==> src/rtl/riscv_mem_pkg.sv <==
// Shared definitions for the instruction/data memory port arbiter.
package riscv_mem_pkg;
  localparam int ADDR_W           = 32;
  localparam int DATA_W           = 32;
  localparam int MAX_D_STREAK_DEF = 4;
  localparam int TIMEOUT_DEF      = 16;

  typedef enum logic [1:0] {
    IDLE    = 2'd0,
    SERVE_I = 2'd1,
    SERVE_D = 2'd2
  } arb_state_t;
endpackage

==> src/rtl/mem_port_arbiter.sv <==
// Arbitrates fetch and load/store traffic onto one single-port memory with
// bounded data priority and a watchdog that aborts stalled accesses.
module mem_port_arbiter
  import riscv_mem_pkg::*;
#(
  parameter int MAX_D_STREAK = MAX_D_STREAK_DEF,
  parameter int TIMEOUT      = TIMEOUT_DEF
) (
  input  logic              clk,
  input  logic              reset,
  input  logic              i_req,
  input  logic [ADDR_W-1:0] i_addr,
  output logic [DATA_W-1:0] i_rdata,
  output logic              i_valid,
  input  logic              d_req,
  input  logic              d_we,
  input  logic [ADDR_W-1:0] d_addr,
  input  logic [DATA_W-1:0] d_wdata,
  output logic [DATA_W-1:0] d_rdata,
  output logic              d_valid,
  output logic              err,
  output logic              m_req,
  output logic              m_we,
  output logic [ADDR_W-1:0] m_addr,
  output logic [DATA_W-1:0] m_wdata,
  input  logic [DATA_W-1:0] m_rdata,
  input  logic              m_ack
);
  localparam int STREAK_W = $clog2(MAX_D_STREAK + 1);
  localparam int WDOG_W   = $clog2(TIMEOUT + 1);
  localparam logic [STREAK_W-1:0] STREAK_MAX = STREAK_W'(MAX_D_STREAK);
  localparam logic [WDOG_W-1:0]   WDOG_LAST  = WDOG_W'(TIMEOUT - 1);

  arb_state_t          state, stateNext;
  logic [STREAK_W-1:0] streak;
  logic [WDOG_W-1:0]   wdog;
  logic                grantD, grantI, timedOut, servDone;

  always_ff @(posedge clk or negedge reset) begin
    if (!reset) state <= IDLE;
    else        state <= stateNext;
  end

  always_comb begin
    stateNext = state;
    grantD    = 1'b0;
    grantI    = 1'b0;
    timedOut  = 1'b0;
    servDone  = 1'b0;
    i_valid   = 1'b0;
    d_valid   = 1'b0;
    i_rdata   = '0;
    d_rdata   = '0;
    case (state)
      IDLE: begin
        // Data wins unless it has already hogged the port while a fetch waits.
        grantD = d_req && ((streak < STREAK_MAX) || !i_req);
        grantI = !grantD && i_req;
        if (grantD)      stateNext = SERVE_D;
        else if (grantI) stateNext = SERVE_I;
      end
      SERVE_I, SERVE_D: begin
        timedOut = !m_ack && (wdog == WDOG_LAST);
        servDone = m_ack || timedOut;
        if (servDone) stateNext = IDLE;
        if (state == SERVE_I) begin
          i_valid = servDone;
          i_rdata = m_ack ? m_rdata : '0;
        end else begin
          d_valid = servDone;
          d_rdata = m_ack ? m_rdata : '0;
        end
      end
      default: stateNext = IDLE;
    endcase
  end

  assign m_req = (state != IDLE);
  assign err   = timedOut;

  always_ff @(posedge clk or negedge reset) begin
    if (!reset) begin
      m_we    <= 1'b0;
      m_addr  <= '0;
      m_wdata <= '0;
      streak  <= '0;
      wdog    <= '0;
    end else begin
      if (grantD) begin
        m_we    <= d_we;
        m_addr  <= d_addr;
        m_wdata <= d_wdata;
        if (!i_req)                 streak <= '0;
        else if (streak != STREAK_MAX) streak <= streak + STREAK_W'(1);
      end else if (grantI) begin
        m_we    <= 1'b0;
        m_addr  <= i_addr;
        m_wdata <= '0;
        streak  <= '0;
      end
      // Age of the outstanding access; restarts at zero on every grant.
      if (state == IDLE) wdog <= '0;
      else               wdog <= wdog + WDOG_W'(1);
    end
  end
endmodule
==> config.mk <==
export PLATFORM = sky130hd
export DESIGN_NAME = mem_port_arbiter
export DESIGN_NICKNAME = d
export VERILOG_FILES = /design/src/rtl/riscv_mem_pkg.sv /design/src/rtl/mem_port_arbiter.sv
export SDC_FILE = /design/constraint.sdc
export NUM_CORES = 1
export LEC_CHECK = 0
export BUFFER_PORTS_ARGS = -buffer_cell sky130_fd_sc_hd__buf_4
export CELL_PAD_IN_SITES_DETAIL_PLACEMENT = 0
export CELL_PAD_IN_SITES_GLOBAL_PLACEMENT = 1
export CORE_MARGIN = 4
export CORE_UTILIZATION = 26
export CTS_CLUSTER_DIAMETER = 150
export DETAILED_ROUTE_END_ITERATION = 10
export PLACE_DENSITY_LB_ADDON = 0.12
export SKIP_CTS_REPAIR_TIMING = 1
export SLEW_MARGIN = 20
export SYNTH_ARGS = -nofsm -noshare
export SYNTH_HDL_FRONTEND = slang
export SYNTH_SLANG_ARGS = --single-unit
==> constraint.sdc <==
create_clock -name clk -period 1.61 [get_ports clk]
set_clock_uncertainty 0.2 [all_clocks]
set_input_delay 0.0805 -clock clk [delete_from_list [all_inputs] [get_ports clk]]
set_output_delay 0.0805 -clock clk [all_outputs]
set_load 0.02 [all_outputs]
==> flow_metrics.tcl <==
set metrics [dict create \
    status "finished, violations left" \
    violations "negative hold slack, negative setup slack" \
    ys_seq_elements 75 \
    post-route-min-period_ns 1.954 \
    die_x_um 131.4 \
    htreeDepth 3 \
    synth_top_cell_by_area "dfrtp_1" \
    rr_worst_depth 8 \
    clkLatencyLatePin_ns 0.34 \
    arrival_ns 1.67 \
    netlist_instances 423 \
    via_per_inst 4.873 \
    fin_ws_ns -0.3436 \
    grt_usage 0.1734 \
    die-height_um 131.4 \
    synth_top_family_by_area "compound AO/OA/AOI/OAI gates" \
    place.gp.congestion 0.8685 \
    synth-seq-area-share 0.4744 \
    drcViolationCount 0 \
    fillers 1250 \
    reg2reg_from "wdog[0]" \
    synth_area_sq_mm 0.003956 \
    layout-drive-gt1-share 0.5337 \
    critPathLaunchType "flip-flop" \
    area_growth_pct 114.3 \
    drtPass1Iterations 4 \
    rrSetupSlack_ns -0.25 \
    diodes 0 \
    synth_commonest_cells "103 x nor2_1, 75 x dfrtp_1, 36 x a22o_1" \
    ant_nets 0 \
    nets 952 \
    synthSimpleGateAreaFrac 0.1543 \
    cts_tree "built" \
    multi_input_area_sq_mm 0.002105 \
    start_util 0.2692 \
    cts-root-buf "clkbuf_16" \
    finalSetupViolations 130 \
    cts_sinks 75 \
    synth_xor_area_frac 0.004428 \
    muxShareOfSynthArea 0.002846 \
    path_class "reg2out" \
    overflow 0 \
    grt_start_max_net_pins 39 \
    tritoncts.num_buffers 9 \
    worstHoldStart "d_req" \
    yosys_most_used_dff "dfrtp_1" \
    first_global_vias 4331 \
    fmax_mhz 511.9 \
    grt_pass1_wl_um 24220 \
    total_leakage_power_nw 3.899 \
    ys_warn_count 0 \
    cts_buffer_depth 2 \
    clkTransAtPathRegs_ns 0.06 \
    dr.first_iter.drc_count 155 \
    wl_um 18680 \
    avgSynthCellArea_sq_um 9.353 \
    rsz0062_at_grt "true" \
    relSlewSlack 0.7361 \
    synth_compound_area_frac 0.2524 \
    worst_pin_slew_ns 0.3959 \
    place.port_buffers 266 \
    powerDensity_mw_per_mm2 1740 \
    drv_cap 0 \
    hp-class "in2reg" \
    post_drt_wl_per_cell_um 18.66 \
    synthAdderAreaFrac 0.01898 \
    whs_endpoint "m_addr[30]" \
    worst_hold_slack_ns -0.003406 \
    critPathMaxStageDelay_ns 0.40 \
    dieArea_sq_mm 0.01725 \
    crit_required_ns 1.33 \
    final_cell_area_sq_mm 0.008479 \
    core-area_sq_mm 0.01470 \
    grt_antenna_before_repair 0 \
    r2r_end "state[1]" \
    core.rowCount 44 \
    place.detailed.hpwl_um 11910 \
    placed_area_sq_mm 0.006222 \
    slew_viol_final 0 \
    yosys.cell_count.top_type "nor2_1" \
    synth_area_leaders "dfrtp_1 47%, nor2_1 9.8%, a22o_1 8.0%, o2111ai_1 7.1%, a31oi_1 5.1%" \
    crit_slowest_cell "dfrtp_1" \
    final-hold-violation-count 1 \
    yosys.area.top_type_share 0.4744 \
    yosysUniqueCellTypes 34 \
    synth_edf_count 0 \
    cp_max_fo 16 \
    power.total_mw 14.76 \
    vias 4878 \
    crit_chain "inv_2 -> ha_4 -> nand2_4 -> clkbuf_16 -> nor2_1 -> buf_4" \
    ys_async_sr_fraction 1.000 \
    ir_drop_v 0.0009684 \
    io-pin-count 267 \
    post-route-period-util 1.213 \
    regArea_sq_mm 0.001877 \
    hold_path_depth 3 \
    endpoint_kind "primary output" \
    syn_nets 563 \
]
## metal layers
metal  track usage  part of all wire
met5             0                 0
met2        0.3154              0.53
met1        0.1923              0.37
met3       0.05963             0.071
met4       0.04959             0.022
## flip-flops by register name (all words and copies together), names as in the netlist
signal   count
m_addr      32
m_wdata     32
m_we         1
state        2
streak       3
wdog         5
## placed cells by master, fill, tap and decap left out, types with 3 or more instances in the layout
master	count
buf_4	255
dlygate4sd3_1	98
dfrtp_1	75
nor2_1	57
buf_6	42
a22o_1	36
nor2_2	34
nand2_1	33
o2111ai_1	32
a31oi_1	32
o21ai_2	29
clkbuf_16	20
nor2_4	12
buf_12	11
buf_8	6
inv_2	4
inv_1	4
inv_6	4
ha_1	3
## worst max-delay path by stage
stage	start	to	slack [ns]	cells past startpoint
floorplan	wdog[0]	state[0]	-0.06	6
global placement	state[0]	m_addr[14]	-0.08	6
detailed placement	wdog[1]	state[0]	-0.15	6
CTS	state[0]	d_rdata[5]	-0.49	6
global route	state[0]	i_rdata[11]	-0.43	6
finish	state[0]	i_rdata[11]	-0.34	6
## through the flow
stage | setup TNS (ns) | util | worst slack, ns | cells | hold slack (ns)
4_1_cts | -33.28 | 0.4426 | -0.4932 | 872 | -0.5362
5_1_grt | -31.57 | 0.5769 | -0.4295 | 1001 | 0.008802
2_1_floorplan | -1.557 | - | -0.05688 | 423 | -0.4151
3_3_place_gp | -4.552 | 0.4233 | -0.08492 | 856 | -0.1676
6_report | -22.35 | 0.5769 | -0.3436 | 1001 | -0.003406
3_5_place_dp | -7.838 | 0.4233 | -0.1487 | 856 | -0.1688
## cell type report
type | count | share of cell area
Clock buffer | 9 | 0.02656
Multi-Input combinational cell | 295 | 0.2482
Inverter | 8 | 0.003541
Sequential cell | 75 | 0.2213
Timing Repair Buffer | 423 | 0.4663
Tap cell | 184 | 0.02715
Clock inverter | 7 | 0.006935
## power breakdown
group / total [mW] / switching (mW) / internal [mW]
Clock: 1.92 / 0.856 / 1.07
Sequential: 3.38 / 0.574 / 2.80
Combinational: 9.46 / 4.83 / 4.62
Total: 14.8 / 6.26 / 8.49
## cell families (layout without fill, tap and decap cells)
| group | after synthesis | count (layout) |
|---|---|---|
| adders and majority gates | 6 | 6 |
| DFF | 75 | 75 |
| and+or+nand+nor | 148 | 148 |
| xor gates and xnor gates | 2 | 2 |
| buffers and inverters | 54 | 447 |
| AOI/OAI and AO/OA | 137 | 138 |
| muxes | 1 | 1 |
## critical path, delay by kind of cell (launching register included)
family                     cells  cell delay [ns]
DFF                            1             0.40
buffers and inverters          3             0.41
and+or+nand+nor                2             0.22
adders and majority gates      1             0.31
(Power assumes the default switching activity.)
